===== config.mk =====
export PLATFORM = sky130hd
export DESIGN_NAME = exe_alu_arb
export DESIGN_NICKNAME = d
export VERILOG_FILES = /design/src/rtl/exe_pkg.sv /design/src/rtl/rr_arb2.sv /design/src/rtl/exe_alu_arb.sv
export SDC_FILE = /design/constraint.sdc
export NUM_CORES = 1
export LEC_CHECK = 0
export ABC_CLOCK_PERIOD_IN_PS = 4880
export BUFFER_PORTS_ARGS = -buffer_cell sky130_fd_sc_hd__buf_2
export CAP_MARGIN = 10
export CORE_ASPECT_RATIO = 0.9
export CORE_MARGIN = 2
export CORE_UTILIZATION = 30
export CTS_CLUSTER_SIZE = 25
export DETAILED_ROUTE_END_ITERATION = 12
export SLEW_MARGIN = 10
export SYNTH_ARGS = -nofsm -noshare
export SYNTH_HDL_FRONTEND = slang
export SYNTH_SLANG_ARGS = --single-unit
export TNS_END_PERCENT = 20

===== constraint.sdc =====
create_clock -name clk -period 4.88 [get_ports clk]
set_clock_uncertainty 0.05 [all_clocks]
set_input_delay 1.22 -clock clk [delete_from_list [all_inputs] [get_ports clk]]
set_output_delay 1.22 -clock clk [all_outputs]
set_load 0.1 [all_outputs]

===== src/rtl/exe_pkg.sv =====
// Shared types and constants for the execute-stage ALU arbiter.
package exe_pkg;
  typedef enum logic [1:0] {
    IDLE  = 2'd0,
    ISSUE = 2'd1,
    WAIT  = 2'd2,
    RESP  = 2'd3
  } state_e;

  localparam int FLAG_C = 3;
  localparam int FLAG_S = 2;
  localparam int FLAG_O = 1;
  localparam int FLAG_Z = 0;

  localparam int OP_W   = 5;
  localparam int FN_W   = 2;
  localparam int FLAG_W = 4;

  localparam logic [OP_W-1:0] ALUOP_ADD = 5'd0;
  localparam logic [OP_W-1:0] ALUOP_SUB = 5'd1;
endpackage


===== src/rtl/rr_arb2.sv =====
// Two-way round-robin grant; after a grant the pointer moves to the port that lost.
module rr_arb2 (
  input  logic       clk,
  input  logic       rst,
  input  logic       en,
  input  logic [1:0] req,
  output logic [1:0] gnt,
  output logic       idx
);
  logic       r_ptr;
  logic [1:0] w_gnt;

  always_comb begin
    w_gnt = 2'b00;
    if (en) begin
      if (req == 2'b11) w_gnt = r_ptr ? 2'b10 : 2'b01;
      else              w_gnt = req;
    end
  end

  assign gnt = w_gnt;
  assign idx = w_gnt[1];

  always_ff @(posedge clk or negedge rst) begin
    if (!rst)        r_ptr <= 1'b0;
    else if (|w_gnt) r_ptr <= ~w_gnt[1];
  end
endmodule


===== src/rtl/exe_alu_arb.sv =====
// Shares one execute-stage ALU between the pipeline port (0) and the aux address port (1).
module exe_alu_arb
  import exe_pkg::*;
#(
  parameter int WIDTH = 16,
  parameter int LAT   = 1
) (
  input  logic                      clk,
  input  logic                      rst,
  input  logic [1:0]                req_valid,
  output logic [1:0]                req_ready,
  input  logic [1:0][OP_W-1:0]      req_op,
  input  logic [1:0][FN_W-1:0]      req_func,
  input  logic [1:0][WIDTH-1:0]     req_a,
  input  logic [1:0][WIDTH-1:0]     req_b,
  output logic [OP_W-1:0]           alu_op,
  output logic [FN_W-1:0]           alu_func,
  output logic [WIDTH-1:0]          alu_a,
  output logic [WIDTH-1:0]          alu_b,
  input  logic [WIDTH-1:0]          alu_out,
  input  logic [FLAG_W-1:0]         alu_flags,
  output logic [1:0]                rsp_valid,
  input  logic [1:0]                rsp_ready,
  output logic [WIDTH-1:0]          rsp_data,
  output logic [FLAG_W-1:0]         rsp_flags,
  output logic                      busy
);
  if (LAT < 1 || LAT > 7) begin : g_bad_lat
    $error("exe_alu_arb: LAT must be in 1..7");
  end

  state_e            r_state;
  logic              r_win;
  logic [2:0]        r_cnt;
  logic [OP_W-1:0]   r_op;
  logic [FN_W-1:0]   r_func;
  logic [WIDTH-1:0]  r_a, r_b, r_data;
  logic [FLAG_W-1:0] r_flags;
  logic [1:0]        r_rsp_valid;
  logic              r_busy;

  logic [1:0] w_gnt;
  logic       w_idx;
  logic       w_en;

  assign w_en = (r_state == IDLE);

  rr_arb2 u_arb (
    .clk (clk),
    .rst (rst),
    .en  (w_en),
    .req (req_valid),
    .gnt (w_gnt),
    .idx (w_idx)
  );

  // Single FSM block: issue hold registers, latency counter and response registers.
  always_ff @(posedge clk or negedge rst) begin
    if (!rst) begin
      r_state     <= IDLE;
      r_win       <= 1'b0;
      r_cnt       <= 3'd0;
      r_op        <= '0;
      r_func      <= '0;
      r_a         <= '0;
      r_b         <= '0;
      r_data      <= '0;
      r_flags     <= '0;
      r_rsp_valid <= 2'b00;
      r_busy      <= 1'b0;
    end else begin
      case (r_state)
        IDLE: begin
          if (|w_gnt) begin
            r_state <= ISSUE;
            r_win   <= w_idx;
            r_op    <= req_op[w_idx];
            r_func  <= req_func[w_idx];
            r_a     <= req_a[w_idx];
            r_b     <= req_b[w_idx];
            r_cnt   <= 3'(LAT - 1);
            r_busy  <= 1'b1;
          end
        end
        ISSUE: begin
          if (LAT == 1) begin
            r_state     <= RESP;
            r_data      <= alu_out;
            r_flags     <= alu_flags;
            r_rsp_valid <= r_win ? 2'b10 : 2'b01;
          end else begin
            r_state <= WAIT;
          end
        end
        WAIT: begin
          r_cnt <= r_cnt - 3'd1;
          // Counter hits zero on this edge: the ALU has now seen LAT cycles of stable inputs.
          if (r_cnt <= 3'd1) begin
            r_state     <= RESP;
            r_data      <= alu_out;
            r_flags     <= alu_flags;
            r_rsp_valid <= r_win ? 2'b10 : 2'b01;
          end
        end
        RESP: begin
          if (rsp_ready[r_win]) begin
            r_state     <= IDLE;
            r_rsp_valid <= 2'b00;
            r_busy      <= 1'b0;
          end
        end
        default: r_state <= IDLE;
      endcase
    end
  end

  assign req_ready = w_gnt;
  assign alu_op    = r_op;
  assign alu_func  = r_func;
  assign alu_a     = r_a;
  assign alu_b     = r_b;
  assign rsp_valid = r_rsp_valid;
  assign rsp_data  = r_data;
  assign rsp_flags = r_flags;
  assign busy      = r_busy;
endmodule

==> metrics.md, run 1 <==
| Metric | Value |
|---|---|
| Clk buf depth | `2` |
| Min Clock Period, post-route | `3.48 ns` |
| Critical path class | `in2out` |
| Syn Inst Count | `259` |
| Commonest non-fill, non-tap cell in the layout | `buf_2` |
| Status | `completed` |
| Placed insts | `541` |
| Post-Syn Area | `3040 um^2` |
| Inserted Clock Buffers | `9` |
| Global-route wire length before repair | `11700 um` |
| Area grow syn2layout | `41.7%` |
| Vias/cell | `between 4 and 5` |
| Arrival @ worst endpoint | `2.21 ns` |
| Drt pass-1 iters | `5` |
| FF+latch count, synth | `69` |
| Commonest cells after routing, fill and taps aside | `buf_2, dfrtp_1, nand2_1` |
| Starting Density | `~31%` |
| Initial antenna violation count | `1` |
| Top sig layer | `met4` |
| Post-Route WL | `roughly 7600 um` |
| Yosys cell types | `26` |
| Final Hold Viols | `0` |
| Least-Margin Pin Slew | `1.03 ns` |
| Max-slew violation count | `0` |
| Die Y | `99.6 um` |
| Met2 WL | `~3300 um` |
| Fmax | `around 290 MHz` |
| Hold crit path type | `reg2reg` |
| Syn_nets | `370` |
| Die area | `roughly 11000 um^2` |
| Crit start category | `input port` |
| Num ports | `around 170` |
| IO buf count | `167` |
| Gr ovfl total | `0` |
| Number of max-cap violations | `0` |
| GRT Total Usage | `about 14%` |
| Met3 WL post-DR | `around 850 um` |
| Setup violators final | `0` |
| Avg Cell Area, Syn | `roughly 12 um^2` |
| TNS Setup | `0 ns` |
| Clk Latency, worst-skew pair | `about 0.32 ns` |
| Max FO, Critical Path | `12` |
| CTS Sinks | `69` |
| Core Area | `between 9000 and 10000 um^2` |
| Initial drt markers | `around 140` |
| Largest net degree at the start of global routing | `46` |
| Placement row count | `34` |
| Detailed placement HPWL | `around 5600 um` |
| H-tree levels | `3` |
| RSZ-0062 raised after global routing | `no` |
| Critical Path RT | `3.61 ns` |
| Number of fill cells | `944` |
| DRC Markers | `0` |
| Most used DFF post-synth | `dfrtp_1` |
| Reg2reg path depth | `6` |
| Clock slew at reported path FFs | `~0.050 ns` |
| Via count | `approximately 2500` |
| Final nets | `537` |
| Tcrit/Tclk final | `71.3%` |
| Post-CTS resize count | `0` |
| Vias in the first global route | `between 2000 and 2500` |
| Fraction of layout instances using a drive strength above 1 | `about 49%` |
| CTS tree | `built` |
| Postcts setup bufs | `0` |
| Drt wl/cell | `between 10 and 15 um` |
| Seq/Total Area, Yosys | `a little under three fifths` |
| Post-synth EDFFs | `0` |
| Routed Antenna Nets | `0` |
| Yosys warning count | `0` |
| Hold Path Stages | `2` |
| Final non-filler cell total | `558` |
| Die W | `approximately 110 um` |
| Setup crit end kind | `output pin` |
| Root Buffer | `clkbuf_16` |
| Asr flop ratio synth | `100%` |
| Final GP Congestion | `0.708` |
| CTS Hold Bufs | `0` |
| Worst slew margin | `between 30% and 40%` |
| Metal-1 WL | `around 3300 um` |
final timing paths:
kind	start	endpoint	slack (ns)
max	req_valid[0]	req_ready[0]	1.40
min	alu_b[6]$_DFFE_PN0P_	alu_b[6]$_DFFE_PN0P_	0.42
max reg2reg	r_state[0]$_DFFE_PN0P_	alu_a[10]$_DFFE_PN0P_	2.82
min reg2reg	alu_b[6]$_DFFE_PN0P_	alu_b[6]$_DFFE_PN0P_	0.42
max in group asynchronous	rst	alu_b[13]$_DFFE_PN0P_	2.85
min in group asynchronous	rst	alu_b[4]$_DFFE_PN0P_	1.01
layout make-up:
| cell class | count | area (um^2) | area share, % |
|---|---|---|---|
| Inverter | 16 | 60.1 | 1.39 |
| Multi-Input combinational cell | 158 | 1200 | 27.8 |
| Clock buffer | 10 | 229 | 5.31 |
| Tap cell | 126 | 158 | 3.65 |
| Timing Repair Buffer | 172 | 873 | 20.2 |
| Clock inverter | 6 | 63.8 | 1.48 |
| Sequential cell | 69 | 1730 | 40.0 |
| Antenna cell | 1 | 2.50 | 0.0580 |
per-stage QoR:
step	util (%)	area [um^2]	hold slack (ns)	setup WS [ns]
final	44.1	4310	0.423	1.40
after global routing	44.1	4310	0.459	1.34
after CTS	44.1	4310	0.433	1.39
after detailed placement	41.1	4020	0.420	1.39
after global placement	41.1	4020	0.413	1.39
after floorplan	-	3040	0.422	1.15
synthesized netlist by cell type (2+ instances only):
cell type	instances	area, um^2
buf_2	4	20.0
nor2_1	2	7.51
o21ai_0	15	75.1
inv_1	14	52.6
o2bb2ai_1	2	17.5
ha_1	7	87.6
mux2i_1	33	330
buf_4	4	30.0
o21ai_1	19	95.1
inv_2	2	7.51
dfrtp_1	69	1730
nand2_1	39	146
mux2_2	20	225
a222oi_1	10	100
clkbuf_1	8	30.0
sequential cells by signal (all words and copies together), names as in the netlist:
name         cells
rsp_valid        2
u_arb.r_ptr      1
r_win            1
alu_op           5
busy             1
rsp_data        16
r_state          2
r_cnt            3
alu_func         2
alu_a           16
rsp_flags        4
alu_b           16
logic make-up after synthesis:
| kind of cell | share of synthesized area [%] |
|---|---|
| flip-flops | 56.7 |
| multiplexers | 18.6 |
| AO/OA/AOI/OAI | 11.2 |
| AND/OR/NAND/NOR | 5.96 |
| buffers and inverters | 4.60 |
| adder cells (fa/ha/maj) | 2.88 |
critical path, stage by stage:
cell,delay [ns]
buf_2,0.14
nand2_1,0.06
a21oi_1,0.12
buf_4,0.21
buf_2,0.45
routing by layer:
| layer | global-route usage [%] | vias to the layer above |
|---|---|---|
| met2 | 22.7 | 131 |
| met4 | 4.33 | 0 |
| met5 | 0 | - |
| met3 | 4.85 | 9 |
| li1 | - | 1242 |
| met1 | 16.9 | 1133 |
Power of run 1 is left out: the tool's default activity adds up to more than one toggle a clock period on the data nets, which glitch-free logic cannot reach.
==> run 2: changes to the inputs <==
- ABC_CLOCK_PERIOD_IN_PS: 4880 -> 3500
- clock period: 4.88 -> 3.5 ns (I/O delays scaled with it)
==> metrics.md, run 2 (synthesis results as in run 1) <==
| Metric | Value |
|---|---|
| H-tree levels | `3 (unchanged)` |
| CTS Sinks | `69 (unchanged)` |
| Via count | `2516 (was 2515)` |
| Fmax | `between 300 and 400 MHz` |
| Critical path depth | `5 (unchanged)` |
| Vias/cell | `4.51 (about the same)` |
| CP max stage cell | `buf_2 (unchanged)` |
| Min Clock Period, post-route | `roughly 2.9 ns` |
| Num ports | `168 (unchanged)` |
| Clock slew at reported path FFs | `0.06 ns (was 0.05 ns)` |
| Status | `completed (unchanged)` |
| Die W | `110 um (unchanged)` |
| Arrival @ worst endpoint | `2.02 ns (was 2.21 ns)` |
| Number of fill cells | `941 (was 944)` |
| Crit path buf inv count | `3 (unchanged)` |
| Detailed placement HPWL | `5730 um (was 5630 um)` |
| IO buf count | `167 (unchanged)` |
| Die area | `11000 um^2 (unchanged)` |
| CP delay by family, top | `buffers and inverters (unchanged)` |
| Critical path class | `reg2out (was in2out)` |
| Initial drt markers | `124 (was 141)` |
| Hold Path Stages | `2 (unchanged)` |
| Routed Antenna Nets | `0 (unchanged)` |
| Reg2reg path depth | `5 (was 6)` |
| Commonest cells after routing, fill and taps aside | `buf_2, dfrtp_1, nand2_1 (unchanged)` |
| DRC Markers | `0 (unchanged)` |
| Postcts setup bufs | `0 (unchanged)` |
| Tcrit/Tclk final | `between 80% and 90%` |
| TNS Setup | `0 ns (unchanged)` |
| Core Area | `9780 um^2 (unchanged)` |
| CTS Hold Bufs | `0 (unchanged)` |
| Inserted Clock Buffers | `9 (unchanged)` |
| Gr ovfl total | `0 (unchanged)` |
| Final nets | `537 (unchanged)` |
| Post-Route WL | `7470 um (was 7560 um)` |
| Critical Path RT | `2.57 ns (was 3.61 ns)` |
| Slowest stage delay, CP | `0.47 ns (was 0.45 ns)` |
| Placed Instance Area | `4060 um^2 (was 4020 um^2)` |
| Die Y | `99.6 um (unchanged)` |
| Starting Density | `31.1% (unchanged)` |
| Clk Latency, worst-skew pair | `0.32 ns (about the same)` |
| Crit start category | `register (was input port)` |
| Final instance area | `4370 um^2 (was 4310 um^2)` |
| Critical-path cell list | `inv_1, ha_1, o211ai_4, inv_2, buf_2 (was buf_2, nand2_1, a21oi_1, buf_4, buf_2)` |
| Setup crit end kind | `output pin (unchanged)` |
| Hold crit path type | `reg2reg (unchanged)` |
| Global-route wire length before repair | `11500 um (was 11700 um)` |
| Fraction of layout instances using a drive strength above 1 | `49.7% (was 49.4%)` |
| CTS tree | `built (unchanged)` |
| Post-CTS resize count | `0 (unchanged)` |
| Vias in the first global route | `2428 (was 2458)` |
| Clk buf depth | `2 (unchanged)` |
| Number of max-cap violations | `0 (unchanged)` |
| Initial antenna violation count | `1 (unchanged)` |
| Drt pass-1 iters | `4 (was 5)` |
| Final Hold Viols | `0 (unchanged)` |
| GRT Total Usage | `13.6% (was 13.8%)` |
| Max-slew violation count | `0 (unchanged)` |
| Worst slew margin | `51.5% (was 31.2%)` |
| Commonest non-fill, non-tap cell in the layout | `buf_2 (unchanged)` |
| Final GP Congestion | `0.702 (was 0.708)` |
| Area grow syn2layout | `43.6% (was 41.7%)` |
| Root Buffer | `clkbuf_16 (unchanged)` |
| RSZ-0062 raised after global routing | `no (unchanged)` |
| Placement row count | `34 (unchanged)` |
| Drt wl/cell | `13.4 um (was 13.5 um)` |
| Max FO, Critical Path | `11 (was 12)` |
| Largest net degree at the start of global routing | `48 (was 46)` |
| Setup violators final | `0 (unchanged)` |
| Least-Margin Pin Slew | `0.728 ns (was 1.03 ns)` |
==> run 2: worst paths after layout <==
kind | slack, ns | start | to
min in group asynchronous | 0.56 | rst | rsp_data[8]$_DFFE_PN0P_
min reg2reg | 0.43 | alu_a[8]$_DFFE_PN0P_ | alu_a[8]$_DFFE_PN0P_
max | 0.56 | r_state[0]$_DFFE_PN0P_ | req_ready[1]
max reg2reg | 1.49 | r_state[0]$_DFFE_PN0P_ | r_state[1]$_DFFE_PN0P_
min | 0.43 | alu_a[8]$_DFFE_PN0P_ | alu_a[8]$_DFFE_PN0P_
max in group asynchronous | 2.18 | rst | r_state[1]$_DFFE_PN0P_
==> run 2: worst min-delay path, stage by stage, from the launching register on <==
cell,delay [ns]
dfrtp_1,0.34
nand2_1,0.04
o21ai_0,0.06
==> run 2: cell type report <==
| class | instances | area (um^2) | share of cell area [%] |
|---|---|---|---|
| Multi-Input combinational cell | 158 | 1200 | 27.5 |
| Timing Repair Buffer | 172 | 913 | 20.9 |
| Clock inverter | 6 | 70.1 | 1.60 |
| Sequential cell | 69 | 1730 | 39.5 |
| Antenna cell | 1 | 2.50 | 0.0573 |
| Inverter | 16 | 60.1 | 1.37 |
| Tap cell | 126 | 158 | 3.61 |
| Clock buffer | 10 | 239 | 5.47 |
==> run 2: layer usage <==
metal  global-route usage, %  routed length (um)
met1                    16.1                3240
met3                    5.37                 820
met5                       0                   0
met4                    3.17                  57
met2                    23.1                3350
==> run 2: stage by stage <==
stage	setup slack (ns)	instances	util, %	hold WS (ns)
after floorplan	0.463	259	-	0.422
after global placement	0.729	541	41.5	0.409
after detailed placement	0.721	541	41.5	0.424
after CTS	0.510	557	44.6	0.437
after global routing	0.423	557	44.6	0.454
final	0.556	558	44.7	0.429
Power of run 2 is left out for the same reason.
==> run 3: changes to the inputs <==
- ABC_CLOCK_PERIOD_IN_PS: 3500 -> 2810
- clock period: 3.5 -> 2.81 ns (I/O delays scaled with it)
==> metrics.md, run 3 (synthesis results as in run 1) <==
| Metric | Value |
|---|---|
| Status | `completed (unchanged)` |
| Max FO, Critical Path | `7 (was 11)` |
| Gr ovfl total | `0 (unchanged)` |
| Fraction of layout instances using a drive strength above 1 | `50.0% (was 49.7%)` |
| Worst slew margin | `60.2% (was 51.5%)` |
| Routed Antenna Nets | `0 (unchanged)` |
| GRT Total Usage | `13.4% (was 13.6%)` |
| Fmax | `a little under 400 MHz` |
| Final nets | `542 (was 537)` |
| Clk buf depth | `2 (unchanged)` |
| Postcts setup bufs | `0 (unchanged)` |
| Critical Path RT | `2.06 ns (was 2.57 ns)` |
| Number of fill cells | `945 (was 941)` |
| Clock slew at reported path FFs | `0.06 ns (about the same)` |
| Critical path class | `reg2out (unchanged)` |
| Setup crit end kind | `output pin (unchanged)` |
| CTS Hold Bufs | `0 (unchanged)` |
| Arrival @ worst endpoint | `1.83 ns (was 2.02 ns)` |
| Inserted Clock Buffers | `9 (unchanged)` |
| Post-Route WL | `7480 um (was 7470 um)` |
| Final GP Congestion | `0.706 (was 0.702)` |
| DRC Markers | `0 (unchanged)` |
| Setup violators final | `0 (unchanged)` |
| RSZ-0062 raised after global routing | `no (unchanged)` |
| Worst Setup EP | `req_ready[1] (unchanged)` |
| TNS Setup | `0 ns (unchanged)` |
| Tcrit/Tclk final | `91.8%` |
| Global-route wire length before repair | `11300 um (was 11500 um)` |
| RR Startpoint | `r_state[0]$_DFFE_PN0P_ (unchanged)` |
| Setup ws final | `0.231 ns (was 0.556 ns)` |
| FF-to-FF setup slack | `0.81 ns (was 1.49 ns)` |
| Max-slew violation count | `0 (unchanged)` |
| CP max stage cell | `buf_2 (unchanged)` |
| RR Endpoint | `r_state[1]$_DFFE_PN0P_ (unchanged)` |
| CTS tree | `built (unchanged)` |
| DP Worst Slack | `0.546 ns (was 0.721 ns)` |
| Hold crit path type | `in2async (was reg2reg)` |
| Critical Path Source | `r_state[0]$_DFFE_PN0P_ (unchanged)` |
| Critical-path cell list | `inv_1, ha_1, o211ai_4, inv_2, buf_2 (unchanged)` |
| Die Y | `99.6 um (unchanged)` |
| # diodes | `0 (was 1)` |
| Least-Margin Pin Slew | `0.594 ns (was 0.728 ns)` |
| Drt pass-1 iters | `4 (unchanged)` |
| Post-CTS resize count | `0 (unchanged)` |
| Detailed placement HPWL | `5860 um (was 5730 um)` |
| Drt wl/cell | `13.3 um (was 13.4 um)` |
| Commonest non-fill, non-tap cell in the layout | `buf_2 (unchanged)` |
| Initial drt markers | `107 (was 124)` |
| IO buf count | `167 (unchanged)` |
| Vias/cell | `4.49 (was 4.51)` |
| Die W | `110 um (unchanged)` |
| Crit start category | `register (unchanged)` |
| Commonest cells after routing, fill and taps aside | `buf_2, dfrtp_1, nand2_1 (unchanged)` |
| Initial antenna violation count | `1 (unchanged)` |
| Die area | `11000 um^2 (unchanged)` |
| Final Hold Viols | `0 (unchanged)` |
| Min Clock Period, post-route | `between 2 and 3 ns` |
| CTS Sinks | `69 (unchanged)` |
| Largest net degree at the start of global routing | `34 (was 48)` |
| Number of max-cap violations | `0 (unchanged)` |
| Vias in the first global route | `2377 (was 2428)` |
| Area grow syn2layout | `44.9% (was 43.6%)` |
| Root Buffer | `clkbuf_16 (unchanged)` |
| Num ports | `168 (unchanged)` |
| Slowest stage delay, CP | `0.42 ns (was 0.47 ns)` |
| Clk Latency, worst-skew pair | `0.32 ns (about the same)` |
| Placement row count | `34 (unchanged)` |
| Core Area | `9780 um^2 (unchanged)` |
| Reg2reg path depth | `5 (unchanged)` |
| Starting Density | `31.1% (unchanged)` |
| Via count | `2526 (was 2516)` |
| H-tree levels | `3 (unchanged)` |
## run 3: cell types whose count changed in the layout (fill, tap and decap cells not counted), moves of 2 or more
| cell | previous run | this run |
|---|---|---|
| inv_6 | 2 | 0 |
| buf_12 | 3 | 1 |
| buf_4 | 3 | 10 |
| bufinv_16 | 1 | 3 |
| clkinvlp_4 | 3 | 1 |
## run 3: worst min path at each step
| stage | from | slack [ns] | cells after the start | to |
|---|---|---|---|---|
| after floorplan | rst | 0.36 | 0 | alu_a[0]$_DFFE_PN0P_ |
| after global placement | alu_a[8]$_DFFE_PN0P_ | 0.41 | 2 | alu_a[8]$_DFFE_PN0P_ |
| after detailed placement | alu_a[7]$_DFFE_PN0P_ | 0.42 | 2 | alu_a[7]$_DFFE_PN0P_ |
| after CTS | rst | 0.24 | 1 | rsp_data[4]$_DFFE_PN0P_ |
| after global routing | rst | 0.26 | 1 | rsp_data[7]$_DFFE_PN0P_ |
| final | rst | 0.24 | 1 | rsp_data[4]$_DFFE_PN0P_ |
## run 3: per-layer routing
metal / global-route usage, % / up-vias / wire [um]
li1: - / 1254 / -
met5: 0 / - / 0
met4: 4.62 / 0 / 46
met1: 16.6 / 1141 / 3310
met2: 21.9 / 126 / 3340
met3: 4.52 / 5 / 783
## run 3: worst max-delay path: cells and delay by family (launching register included)
kind	cells	cell delay, ns
buffers and inverters	3	0.60
DFF	1	0.41
adders and majority gates	1	0.36
AOI/OAI and AO/OA	1	0.13
## run 3: per-stage QoR
stage	util [%]	hold WS [ns]	cells	instance area (um^2)
floorplan	-	0.357	259	3040
global placement	41.6	0.407	546	4070
detailed placement	41.6	0.418	546	4070
CTS	45.1	0.243	562	4410
global route	45.1	0.261	562	4410
finish	45.1	0.241	562	4410
## run 3: final cells by class
cell class	count	area, um^2	share of cell area [%]
clock buffer	10	229	5.19
clock inverter	6	111	2.52
inverter	16	60.1	1.36
multi-input combinational	158	1200	27.2
sequential	69	1730	39.1
tap	126	158	3.57
timing repair buffer	177	926	21.0
Power of run 3 is left out for the same reason.
